$ cat config.mk
export PLATFORM = sky130hd
export DESIGN_NAME = fifo_share_sched
export DESIGN_NICKNAME = d
export VERILOG_FILES = /design/src/rtl/fifo_share_pkg.sv /design/src/rtl/fifo_share_sched_rr_arbiter.sv /design/src/rtl/fifo_share_sched.sv
export SDC_FILE = /design/constraint.sdc
export NUM_CORES = 1
export LEC_CHECK = 0
export ABC_AREA = 1
export BUFFER_PORTS_ARGS = -buffer_cell sky130_fd_sc_hd__clkbuf_2
export CAP_MARGIN = 20
export CELL_PAD_IN_SITES_DETAIL_PLACEMENT = 1
export CELL_PAD_IN_SITES_GLOBAL_PLACEMENT = 1
export CORE_ASPECT_RATIO = 0.7
export CORE_UTILIZATION = 31
export DETAILED_ROUTE_END_ITERATION = 6
export MAX_ROUTING_LAYER = met4
export PLACE_DENSITY = 0.82
export SLEW_MARGIN = 10
export SYNTH_ARGS = -nofsm -noshare
export SYNTH_HDL_FRONTEND = slang
export SYNTH_SLANG_ARGS = --single-unit
$ cat constraint.sdc
create_clock -name clock -period 2.6 [get_ports clock]
set_input_delay 0.13 -clock clock [delete_from_list [all_inputs] [get_ports clock]]
set_output_delay 0.13 -clock clock [all_outputs]
set_load 0.02 [all_outputs]
$ cat src/rtl/fifo_share_pkg.sv
// fifo_share_pkg: shared types, default widths and helpers for the
// fifo_share_sched block and its round-robin arbiter.
//   op_t    - the one operation chosen per cycle (idle, push or pop)
//   DEF_*   - default parameter values for the scheduler
//   clog2   - ceiling log2, never returning less than 1 bit
package fifo_share_pkg;

  typedef enum logic [1:0] {
    OP_IDLE,
    OP_PUSH,
    OP_POP
  } op_t;

  localparam int unsigned DEF_NREQ       = 4;
  localparam int unsigned DEF_MSBD       = 3;
  localparam int unsigned DEF_MSBA       = 3;
  localparam int unsigned DEF_STARVE_MAX = 3;

  function automatic int unsigned clog2(input int unsigned v);
    int unsigned r;
    r = 0;
    while ((64'd1 << r) < 64'(v)) r++;
    return (r == 0) ? 1 : r;
  endfunction

endpackage

$ cat src/rtl/fifo_share_sched_rr_arbiter.sv
// rr_arbiter: purely combinational round-robin arbiter.
//   req [NREQ-1:0] - request vector, bit i = requester i
//   ptr [PW-1:0]   - highest-priority index; search runs upward and wraps
//   gnt [NREQ-1:0] - one-hot grant (all zero when nothing requests)
//   win [PW-1:0]   - index of the granted requester
//   any            - at least one request is present
module rr_arbiter
  import fifo_share_pkg::*;
#(
  parameter int unsigned NREQ = DEF_NREQ,
  parameter int unsigned PW   = clog2(DEF_NREQ)
) (
  input  logic [NREQ-1:0] req,
  input  logic [PW-1:0]   ptr,
  output logic [NREQ-1:0] gnt,
  output logic [PW-1:0]   win,
  output logic            any
);

  int unsigned idx;

  always_comb begin
    gnt = '0;
    win = '0;
    any = 1'b0;
    idx = 0;
    for (int unsigned off = 0; off < NREQ; off++) begin
      idx = (32'(ptr) + off) % NREQ;
      if (!any && req[idx]) begin
        any      = 1'b1;
        win      = PW'(idx);
        gnt[idx] = 1'b1;
      end
    end
  end

endmodule

$ cat src/rtl/fifo_share_sched.sv
// fifo_share_sched: shares one ring-buffer FIFO between NREQ producers and
// a single consumer. At most one FIFO operation per cycle: a round-robin
// granted push, or a pop. A starvation counter forces a pop slot after
// STARVE_MAX consecutive push-won cycles with a serviceable pop pending.
// Decisions are combinational (zero latency); the FIFO updates on the
// same clock edge.
//   clock, rst      - rising-edge clock, synchronous active-high reset
//   req, req_data   - producer push requests and packed data slices
//   gnt             - one-hot push grant
//   pop_req         - consumer pop request
//   pop_ack, pop_data - pop performed this cycle, head element
//   fifo_push, fifo_pop, fifo_data_in - drive the FIFO
//   fifo_data_out, fifo_full, fifo_empty - from the FIFO
// Optional: define FIFO_SHARE_SCHED_OCC_EN to add output occ, a shadow
// occupancy count checked against the FIFO flags in simulation.
module fifo_share_sched
  import fifo_share_pkg::*;
#(
  parameter int unsigned NREQ       = DEF_NREQ,
  parameter int unsigned MSBD       = DEF_MSBD,
  parameter int unsigned MSBA       = DEF_MSBA,
  parameter int unsigned STARVE_MAX = DEF_STARVE_MAX
) (
  input  logic                       clock,
  input  logic                       rst,
  input  logic [NREQ-1:0]            req,
  input  logic [NREQ*(MSBD+1)-1:0]   req_data,
  output logic [NREQ-1:0]            gnt,
  input  logic                       pop_req,
  output logic                       pop_ack,
  output logic [MSBD:0]              pop_data,
  output logic                       fifo_push,
  output logic                       fifo_pop,
  output logic [MSBD:0]              fifo_data_in,
  input  logic [MSBD:0]              fifo_data_out,
  input  logic                       fifo_full,
  input  logic                       fifo_empty
`ifdef FIFO_SHARE_SCHED_OCC_EN
  ,
  output logic [MSBA+1:0]            occ
`endif
);

  localparam int unsigned PW = clog2(NREQ);
  localparam int unsigned SW = clog2(STARVE_MAX + 1);

  logic [PW-1:0]   rr_ptr;
  logic [SW-1:0]   starve_cnt;
  logic [NREQ-1:0] arb_gnt;
  logic [PW-1:0]   arb_win;
  logic            arb_any;
  logic            push_cand;
  logic            pop_cand;
  logic            force_pop;
  op_t             op;

  rr_arbiter #(
    .NREQ(NREQ),
    .PW  (PW)
  ) u_arb (
    .req(req),
    .ptr(rr_ptr),
    .gnt(arb_gnt),
    .win(arb_win),
    .any(arb_any)
  );

  assign push_cand = arb_any & ~fifo_full;
  assign pop_cand  = pop_req & ~fifo_empty;
  assign force_pop = (starve_cnt == SW'(STARVE_MAX));

  always_comb begin
    op = OP_IDLE;
    if (rst)                        op = OP_IDLE;
    else if (force_pop && pop_cand) op = OP_POP;
    else if (push_cand)             op = OP_PUSH;
    else if (pop_cand)              op = OP_POP;
  end

  always_comb begin
    gnt          = '0;
    fifo_push    = 1'b0;
    fifo_pop     = 1'b0;
    pop_ack      = 1'b0;
    fifo_data_in = '0;
    pop_data     = rst ? '0 : fifo_data_out;
    case (op)
      OP_PUSH: begin
        gnt          = arb_gnt;
        fifo_push    = 1'b1;
        fifo_data_in = req_data[32'(arb_win)*(MSBD+1) +: (MSBD+1)];
      end
      OP_POP: begin
        fifo_pop = 1'b1;
        pop_ack  = 1'b1;
      end
      default: ;
    endcase
  end

  always_ff @(posedge clock) begin
    if (rst) begin
      rr_ptr     <= '0;
      starve_cnt <= '0;
    end else begin
      if (op == OP_PUSH)
        rr_ptr <= (arb_win == PW'(NREQ - 1)) ? '0 : arb_win + 1'b1;
      // Counter only advances while a serviceable pop is being passed over.
      if (op == OP_POP || !pop_cand)
        starve_cnt <= '0;
      else if (op == OP_PUSH && !force_pop)
        starve_cnt <= starve_cnt + 1'b1;
    end
  end

`ifdef FIFO_SHARE_SCHED_OCC_EN
  localparam int unsigned DEPTH = 1 << (MSBA + 1);

  always_ff @(posedge clock) begin
    if (rst)                occ <= '0;
    else if (op == OP_PUSH) occ <= occ + 1'b1;
    else if (op == OP_POP)  occ <= occ - 1'b1;
  end

`ifndef SYNTHESIS
  always_ff @(posedge clock) begin
    if (!rst) begin
      assert ((occ == '0) == fifo_empty)
        else $error("occ=%0d disagrees with fifo_empty=%0b", occ, fifo_empty);
      assert ((occ == (MSBA+2)'(DEPTH)) == fifo_full)
        else $error("occ=%0d disagrees with fifo_full=%0b", occ, fifo_full);
    end
  end
`endif
`endif

endmodule

### Yosys cells after proc, flatten, opt, wreduce, memory -nomap -nowiden

Index checks and enable logic that the tools add are counted.

| cells by class | value |
|---|---|
| mux-type cells | 38 |
| $add $sub $neg | 5 |
| $lt $le $gt $ge | 8 |
| bitwise gates (word level) | 7 |
| eq/ne operators | 4 |
| reduce and logical (&&, ||, !) cells | 16 |
| shift operators | 1 |

Operator list:

| kind | count |
|---|---|
| $mux W4 | 7 |
| $mux W2 | 9 |
| $shiftx A16 B5 Y4 | 1 |
| $mux W1 | 14 |
| $lt A2 B3 Y1 const B | 4 |
| $or A4 B4 Y4 | 3 |
| $logic_and A1 B1 Y1 | 9 |
| $bmux W1 S2 | 4 |
| $demux W1 S2 | 4 |
| $ge A2 B1 Y1 const B | 4 |
| $add A2 B1 Y2 const B | 3 |
| $eq A2 B2 Y1 const B | 3 |
| $logic_not A1 Y1 | 5 |
| $add A2 B2 Y2 const B | 2 |
| $and A1 B1 Y1 | 2 |
| $eq A2 B1 Y1 const B | 1 |
| $not A1 Y1 | 2 |
| $reduce_or A2 Y1 | 1 |
| $logic_or A1 B1 Y1 | 1 |

| word-level totals | value |
|---|---|
| logic and storage cells | 81 |
| bits in registers | 4 |
| output and inout port bits | 15 |
| input bits | 29 |

### Logic depth before layout (Yosys ltp)

Gate-level depths: netlist of the first run.

| depth | value |
|---|---|
| word-level depth | 19 |
| mapped depth | 15 |
| depth with buffers taken out | 15 |

### Modules after synthesis

A second synthesis of the first run with hierarchy kept.

| unflattened totals | value |
|---|---|
| cells, all modules | 155 |
| area, all modules | 878.3 µm² |

Modules (own cells, without submodules):

| module | cells each | area an instance (µm²) | times used | seq. area each (µm²) |
|---|---|---|---|---|
| rr_arbiter | 74 | 440.4 | 1 | 0.0 |
| fifo_share_sched | 81 | 437.9 | 1 | 80.1 |

### Worst setup path after synthesis of the first run

No wires, ideal clock.

| timing | value |
|---|---|
| path type | reg2out |
| start | reg rr_ptr[0] |
| end | out fifo_data_in[0] |
| data required time | 2.470 ns |
| path slack | 0.225 ns |
| path buffers | 0 |
| cell stages (with the launch flop) | 14 |
| data arrival time | 2.245 ns |
| path through | dfxtp_1 inv_2 ha_1 inv_1 nand3_2 nand2_4 inv_2 o21ai_2 inv_2 nand2_4 nand2_4 nand2_1 nand3_1 a21oi_1 |

| between the ends | value |
|---|---|
| word-level cells in the longest chain between the ends | 18 |
| elaborated cells between the ends (all ways) | 32 |
| classes of those cells | 3 x add/sub; 1 x eq/ne; 1 x shift; 20 x mux; 1 x bitwise; 6 x reduce/logical |

RTL lines:

| element | line | text |
|---|---|---|
| start: declaration | fifo_share_sched.sv:47 | `logic [PW-1:0] rr_ptr;` |
| start signal: assignment | fifo_share_sched.sv:107 | `rr_ptr <= (arb_win == PW'(NREQ - 1)) ? '0 : arb_win + 1'b1;` |
| parallel branches: the longest is 17 deep, another holds $add A2 B1 Y2 | - |  |
| $mux W4 * | fifo_share_sched.sv:87 | `case (op)` |
| end: declaration | fifo_share_sched.sv:34 | `output logic [MSBD:0] fifo_data_in,` |

Every way passes the cells marked *. The select of a mux whose other input is x is not followed.

### Final worst setup path of the first run

| timing | value |
|---|---|
| start | reg rr_ptr[0] |
| end | out fifo_data_in[3] |

Same word-level chain as after synthesis.

==> summary.md, run 1 <==
| Metric | Value |
|---|---|
| Starting density of the core | 33.39% |
| Share of layout cells above drive strength 1 | 43.28% |
| Worst slew margin | 85.09% |
| Pre-antenna DRT Iters | 4 |
| Area growth syn-to-layout | 34.16% |
| Buffers plus inverters on the worst setup path | 5 |
| Mapped cell area | 955.9 µm² |
| Placed Instance Area | 1239 µm² |
| Final GP Congestion | 0.8274 |
| Final Skew | 2.772 ps |
| Clock latency at the later pin of the worst-skew pair | 220 ps |
| Int Power | 612.8 µW |
| CP endpoint kind | output pin |
| Total gr overflow | 0 |
| Cells after Synth | 152 |
| Final setup vio count | 0 |
| Via count | 1145 |
| CP required | 2470 ps |
| Largest stage delay, worst path | 330 ps |
| Vias in the first global route | 1139 |
| Hold buffers post-CTS | 0 |
| Critical path arrival | 2240 ps |
| Tot GR Track Use | 19.98% |
| Sequential area share after synthesis | 8.377% |
| Final setup TNS | 0 ps |
| Diodes inserted | 0 |
| Flop pwr share | 5.4% |
| Worst vdd ir | 0.4410 mV |
| Die Wd | 68.37 µm |
| Fin crit share | 91.18% |
| Initial antenna violation count | 0 |
| Sw frac | 60.27% |
| Root Buffer | clkbuf_8 |
| Die Span Y | 48.46 µm |
| Drt total wl | 2851 µm |
| Fin crit period | 2371 ps |
| DR DRC count | 0 |
| Critical R2R Capture | rr_ptr[1] |
| Final Hold Viols | 0 |
| Outcome | completed |
| Synth warn | 0 |
| Most frequent CP cell | inv_2 |
| Clk pwr share | 8.4% |
| Power Density | 1203 nW/µm² |
| Logic pwr share | 86.3% |
| 1st-iter DRT viols | 33 |
| Worst r2r src | rr_ptr[0] |
| Crit Path Max Fanout | 10 |
| Vias per cell | 4.831 |
| Setup CP Type | flop to output pin |
| Crit. Startpoint | rr_ptr[0] |
| Netlist cell types | 23 |
| CP max stage cell | dfxtp_1 |
| Tot Pwr | 1.542 mW |
| Instance count on the critical path | 14 |
| TritonCTS clock tree | built |
| Startpoint types | flop |
| H-tree Lvls | 1 |
| Num CTS Buffers | 3 |
| Clock transition at the registers of the reported paths | 30 ps |
| Min-delay worst type | primary input to flop |
| Max-cap violations | 0 |
| Syn Nets | 190 |
| Fin area | 1282 µm² |
| Crit path to | fifo_data_in[3] |
| Routed len/inst | 12.03 µm |
| Max Root-Sink Buffers | 2 |
| Max Slew Vio Count | 0 |
| Layout net count | 241 |
| Synth Register Bits | 4 |
| Least-Margin Pin Slew | 222.8 ps |
| Cells on worst reg2reg path | 12 |
| Ports | 44 |
| RSZ-0062 raised after global routing | false |
| Psw | 929.7 µW |
| CP top delay family | simple AND/OR/NAND/NOR gates |
| Post-DRT Antenna Nets | 0 |
| Clk sinks | 4 |
| Static Leak | 0.7458 nW |
| Number of port buffers | 43 |
| R2R setup slack | 680 ps |
| Max Fclk | 421.8 MHz |
| Placement Rows | 16 |
| Core area | 2863 µm² |
| Syn avg cell area | 6.289 µm² |
| Critical-path cell list | inv_2, ha_2, inv_2, nand3_2, nand2_4, inv_2, o21ai_2, inv_2, nand2_4, nand2_4, nand2_1, nand3_1, a21oi_1, clkbuf_2 |
| First-pass GRT wire length | 5037 µm |
| Dpl hpwl | 2476 µm |
| Die area | 3313 µm² |
| Largest net degree at the start of global routing | 12 |
| Fillers | 403 |
-- power by group through the flow --
stage | clock, mW | combinational (mW) | sequential [mW]
after CTS | 0.131 | 1.33 | 0.0830
after global placement | 0 | 1.27 | 0.0836
after global routing | 0.143 | 1.49 | 0.0848
final | 0.129 | 1.33 | 0.0831
after floorplan | 0 | 0.972 | 0.102
after detailed placement | 0 | 1.32 | 0.0840
-- layout by cell type (no fill, tap or decap), types with 3 or more instances in the layout --
cell type  netlist  layout
clkbuf_2         0      42
nand3b_1         4       4
dfxtp_1          4       4
nor2_1           8       8
nand3_1         25      25
inv_1           27      26
nand3_2          5       5
clkbuf_8         0       3
a22oi_1          4       4
a21oi_1          4       4
ha_1             9       8
nand2_2          8       8
nand2_1         28      28
inv_2            8       9
nand2_4          5       5
buf_4            1       4
a31oi_2          4       4
-- flip-flops by register name, indices dropped and copies added, names as in the netlist --
register and count:
rr_ptr 2, starve_cnt 2
-- per-stage QoR --
step	instances	util, %	setup WS (ps)	hold WS [ps]
finish	237	44.80	229.4	217.9
global route	237	44.80	34.57	243.3
CTS	237	44.71	132.2	217.8
detailed placement	234	43.27	376.8	425.5
global placement	234	43.27	404.6	408.4
floorplan	152	-	225.2	203.0
-- per-layer routing --
metal	track usage, %	vias up	routed length (µm)
met4	2.778	0	0
li1	-	585	-
met5	-	-	0
met1	26.22	535	1328
met2	32.84	25	1425
met3	2.830	0	98
-- worst min path at each step --
stage,from,to,slack [ps],cells after the start
floorplan,rst,rr_ptr[0],200,1
global placement,starve_cnt[0],starve_cnt[0],410,1
detailed placement,starve_cnt[0],starve_cnt[0],430,1
CTS,rst,rr_ptr[0],220,2
global route,rst,rr_ptr[0],240,2
finish,rst,rr_ptr[0],220,2
-- logic make-up (layout without fill, tap and decap cells) --
| kind of cell | count (synthesis) | after routing | synth area share [%] |
|---|---|---|---|
| and+or+nand+nor | 87 | 87 | 51.31 |
| buffers and inverters | 36 | 85 | 14.53 |
| AOI/OAI and AO/OA | 16 | 16 | 14.01 |
| adders and majority gates | 9 | 9 | 11.78 |
| DFF | 4 | 4 | 8.377 |
-- area by class of cell --
type	count	area [µm²]	area share [%]
multi-input cells	112	739.5	57.66
repair buffers	47	245.2	19.12
inverters	35	131.4	10.24
flip-flops and latches	4	80.08	6.244
well taps	36	45.04	3.512
clock buffers	3	41.29	3.220
-- cell usage after synthesis (all sizes together) --
master	n	area, µm²
nand2	41	211.5
o21ai	2	13.76
nor2	11	67.57
o211ai	1	7.510
buf	1	7.510
nand4	1	6.260
a31oi	4	50.05
a22oi	4	30.03
a211oi	1	12.51
a21oi	4	20.02
dfxtp	4	80.08
nand3b	4	30.03
nand3	30	175.2
ha	9	112.6
inv	35	131.4
-- repair_timing --
item,in CTS,in global routing
buffers inserted,0,0
endpoints found under the setup margin,0,4
gates resized for setup,0,3
Note: power is estimated with default switching activity, not from simulation.
==> run 2: changes to the inputs <==
MAX_ROUTING_LAYER = not set   (was met4)
==> run 2 against run 1 <==
Against the previous run:
- critical path depth unchanged
- setup slack about the same
- power about the same
- clock skew unchanged
- via count unchanged
- critical path type unchanged
- largest cell class unchanged
- highest routed layer unchanged
==> summary.md, run 2 (synthesis gave the netlist of run 1 again) <==
| Metric | Value |
|---|---|
| RSZ-0062 raised after global routing | false |
| Max Fclk | 421.8 MHz (about the same) |
| Setup CP Type | flop to output pin |
| Layout net count | 241 (unchanged) |
| Via count | 1145 (unchanged) |
| Final Hold Viols | 0 (unchanged) |
| Initial antenna violation count | 0 (unchanged) |
| Startpoint types | flop |
| Core area | 2863 µm² (unchanged) |
| TritonCTS clock tree | built |
| Crit Path Max Fanout | 10 (unchanged) |
| Final Skew | 2.772 ps (unchanged) |
| Root Buffer | clkbuf_8 |
| Final GP Congestion | 0.8153 (-1.5%) |
| Starting density of the core | 33.39% (unchanged) |
| Area growth syn-to-layout | 34.16% (unchanged) |
| Final setup vio count | 0 (unchanged) |
| Clock latency at the later pin of the worst-skew pair | 220 ps (about the same) |
| Ports | 44 (unchanged) |
| Number of port buffers | 43 (unchanged) |
| Tot GR Track Use | 19.44% (-0.54 points) |
| Multi-input logic area | 739.5 µm² (unchanged) |
| Power Density | 1203 nW/µm² (about the same) |
| Fillers | 403 (unchanged) |
| Outcome | completed |
| Vias per cell | 4.831 (unchanged) |
| Post-DRT Antenna Nets | 0 (unchanged) |
| Placement Rows | 16 (unchanged) |
| Max Slew Vio Count | 0 (unchanged) |
| Fin crit period | 2371 ps (+0.007000 ps) |
| Num CTS Buffers | 3 (unchanged) |
| Pre-antenna DRT Iters | 4 (unchanged) |
| Critical path arrival | 2240 ps (about the same) |
| Largest regs | rr_ptr (2), starve_cnt (2) |
| Min-delay worst type | primary input to flop |
| Least-Margin Pin Slew | 222.8 ps (unchanged) |
| Die Wd | 68.37 µm (unchanged) |
| Final setup TNS | 0 ps (unchanged) |
| Hold buffers post-CTS | 0 (unchanged) |
| Drt total wl | 2853 µm (about the same) |
| Diodes inserted | 0 (unchanged) |
| H-tree Lvls | 1 (unchanged) |
| Max Root-Sink Buffers | 2 (unchanged) |
| Register area | 80.08 µm² (unchanged) |
| First-pass GRT wire length | 5037 µm (unchanged) |
| Worst slew margin | 85.09% (unchanged) |
| Placed Instance Area | 1239 µm² (unchanged) |
| Worst vdd ir | 0.4410 mV (unchanged) |
| Total gr overflow | 0 (unchanged) |
| Max-cap violations | 0 (unchanged) |
| Hold Worst Slack | 218.2 ps (+0.2930 ps) |
| Final core utilization | 44.80% (unchanged) |
| Largest net degree at the start of global routing | 12 (unchanged) |
| 1st-iter DRT viols | 33 (unchanged) |
| Most frequent cells in the layout | 42 x clkbuf_2, 28 x nand2_1, 26 x inv_1 |
| Share of layout cells above drive strength 1 | 43.28% (unchanged) |
| Fin crit share | 91.18% (about the same) |
| CP required | 2470 ps (about the same) |
| Routed len/inst | 12.04 µm (about the same) |
| Die Span Y | 48.46 µm (unchanged) |
| Dpl hpwl | 2476 µm (unchanged) |
| DR DRC count | 0 (unchanged) |
| Clk sinks | 4 (unchanged) |
| Static Leak | 0.7458 nW (unchanged) |
| CP endpoint kind | output pin |
| Die area | 3313 µm² (unchanged) |
| Postcts setup bufs | 0 (unchanged) |
| Clock transition at the registers of the reported paths | 30 ps (about the same) |
| Vias in the first global route | 1139 (unchanged) |
| Fin area | 1282 µm² (unchanged) |
| Commonest non-fill, non-tap cell in the layout | clkbuf_2 |
[run 2: through the flow]
stage | power, mW | instances | setup WS [ps]
3_3_place_gp | 1.357 | 234 | 404.6
2_1_floorplan | 1.074 | 152 | 225.2
4_1_cts | 1.540 | 237 | 132.2
3_5_place_dp | 1.401 | 234 | 376.8
5_1_grt | 1.715 | 237 | 34.57
6_report | 1.542 | 237 | 229.4
[run 2: path summary, 6_finish.rpt]
path                endpoint          start  cells past startpoint  slack [ps]
max          fifo_data_in[3]      rr_ptr[0]                     14         230
min                rr_ptr[0]            rst                      2         220
max reg2reg        rr_ptr[1]      rr_ptr[0]                     12         680
min reg2reg    starve_cnt[0]  starve_cnt[0]                      1         420
[run 2: area by class of cell]
class | count | share of cell area [%]
Clock buffer | 3 | 3.220
Timing Repair Buffer | 47 | 19.12
Tap cell | 36 | 3.512
Sequential cell | 4 | 6.244
Inverter | 35 | 10.24
Multi-Input combinational cell | 112 | 57.66
[run 2: per-layer routing]
| layer | vias up | GRT usage [%] | routed length (µm) |
|---|---|---|---|
| met1 | 535 | 26.07 | 1325 |
| met5 | - | 0 | 0 |
| met4 | 0 | 2.778 | 0 |
| met3 | 0 | 3.066 | 101 |
| li1 | 585 | - | - |
| met2 | 25 | 32.84 | 1425 |
[run 2: report_power, final]
part | internal, mW | switching [mW] | total (mW)
Clock | 0.0985 | 0.0303 | 0.129
Combinational | 0.438 | 0.892 | 1.33
Sequential | 0.0760 | 0.00706 | 0.0831
Total | 0.613 | 0.930 | 1.54
[run 2: repair_timing]
action                                  in CTS  in global routing
resized for setup                            0                  3
hold endpoints to repair                     0                  0
endpoints found under the setup margin       0                  4
[run 2: critical path, cell delays in order (launching register included)]
cell	delay, ps
dfxtp_1	330
inv_2	50
ha_2	320
inv_2	90
nand3_2	90
nand2_4	90
inv_2	70
o21ai_2	170
inv_2	60
nand2_4	130
nand2_4	110
nand2_1	90
nand3_1	70
a21oi_1	160
clkbuf_2	190
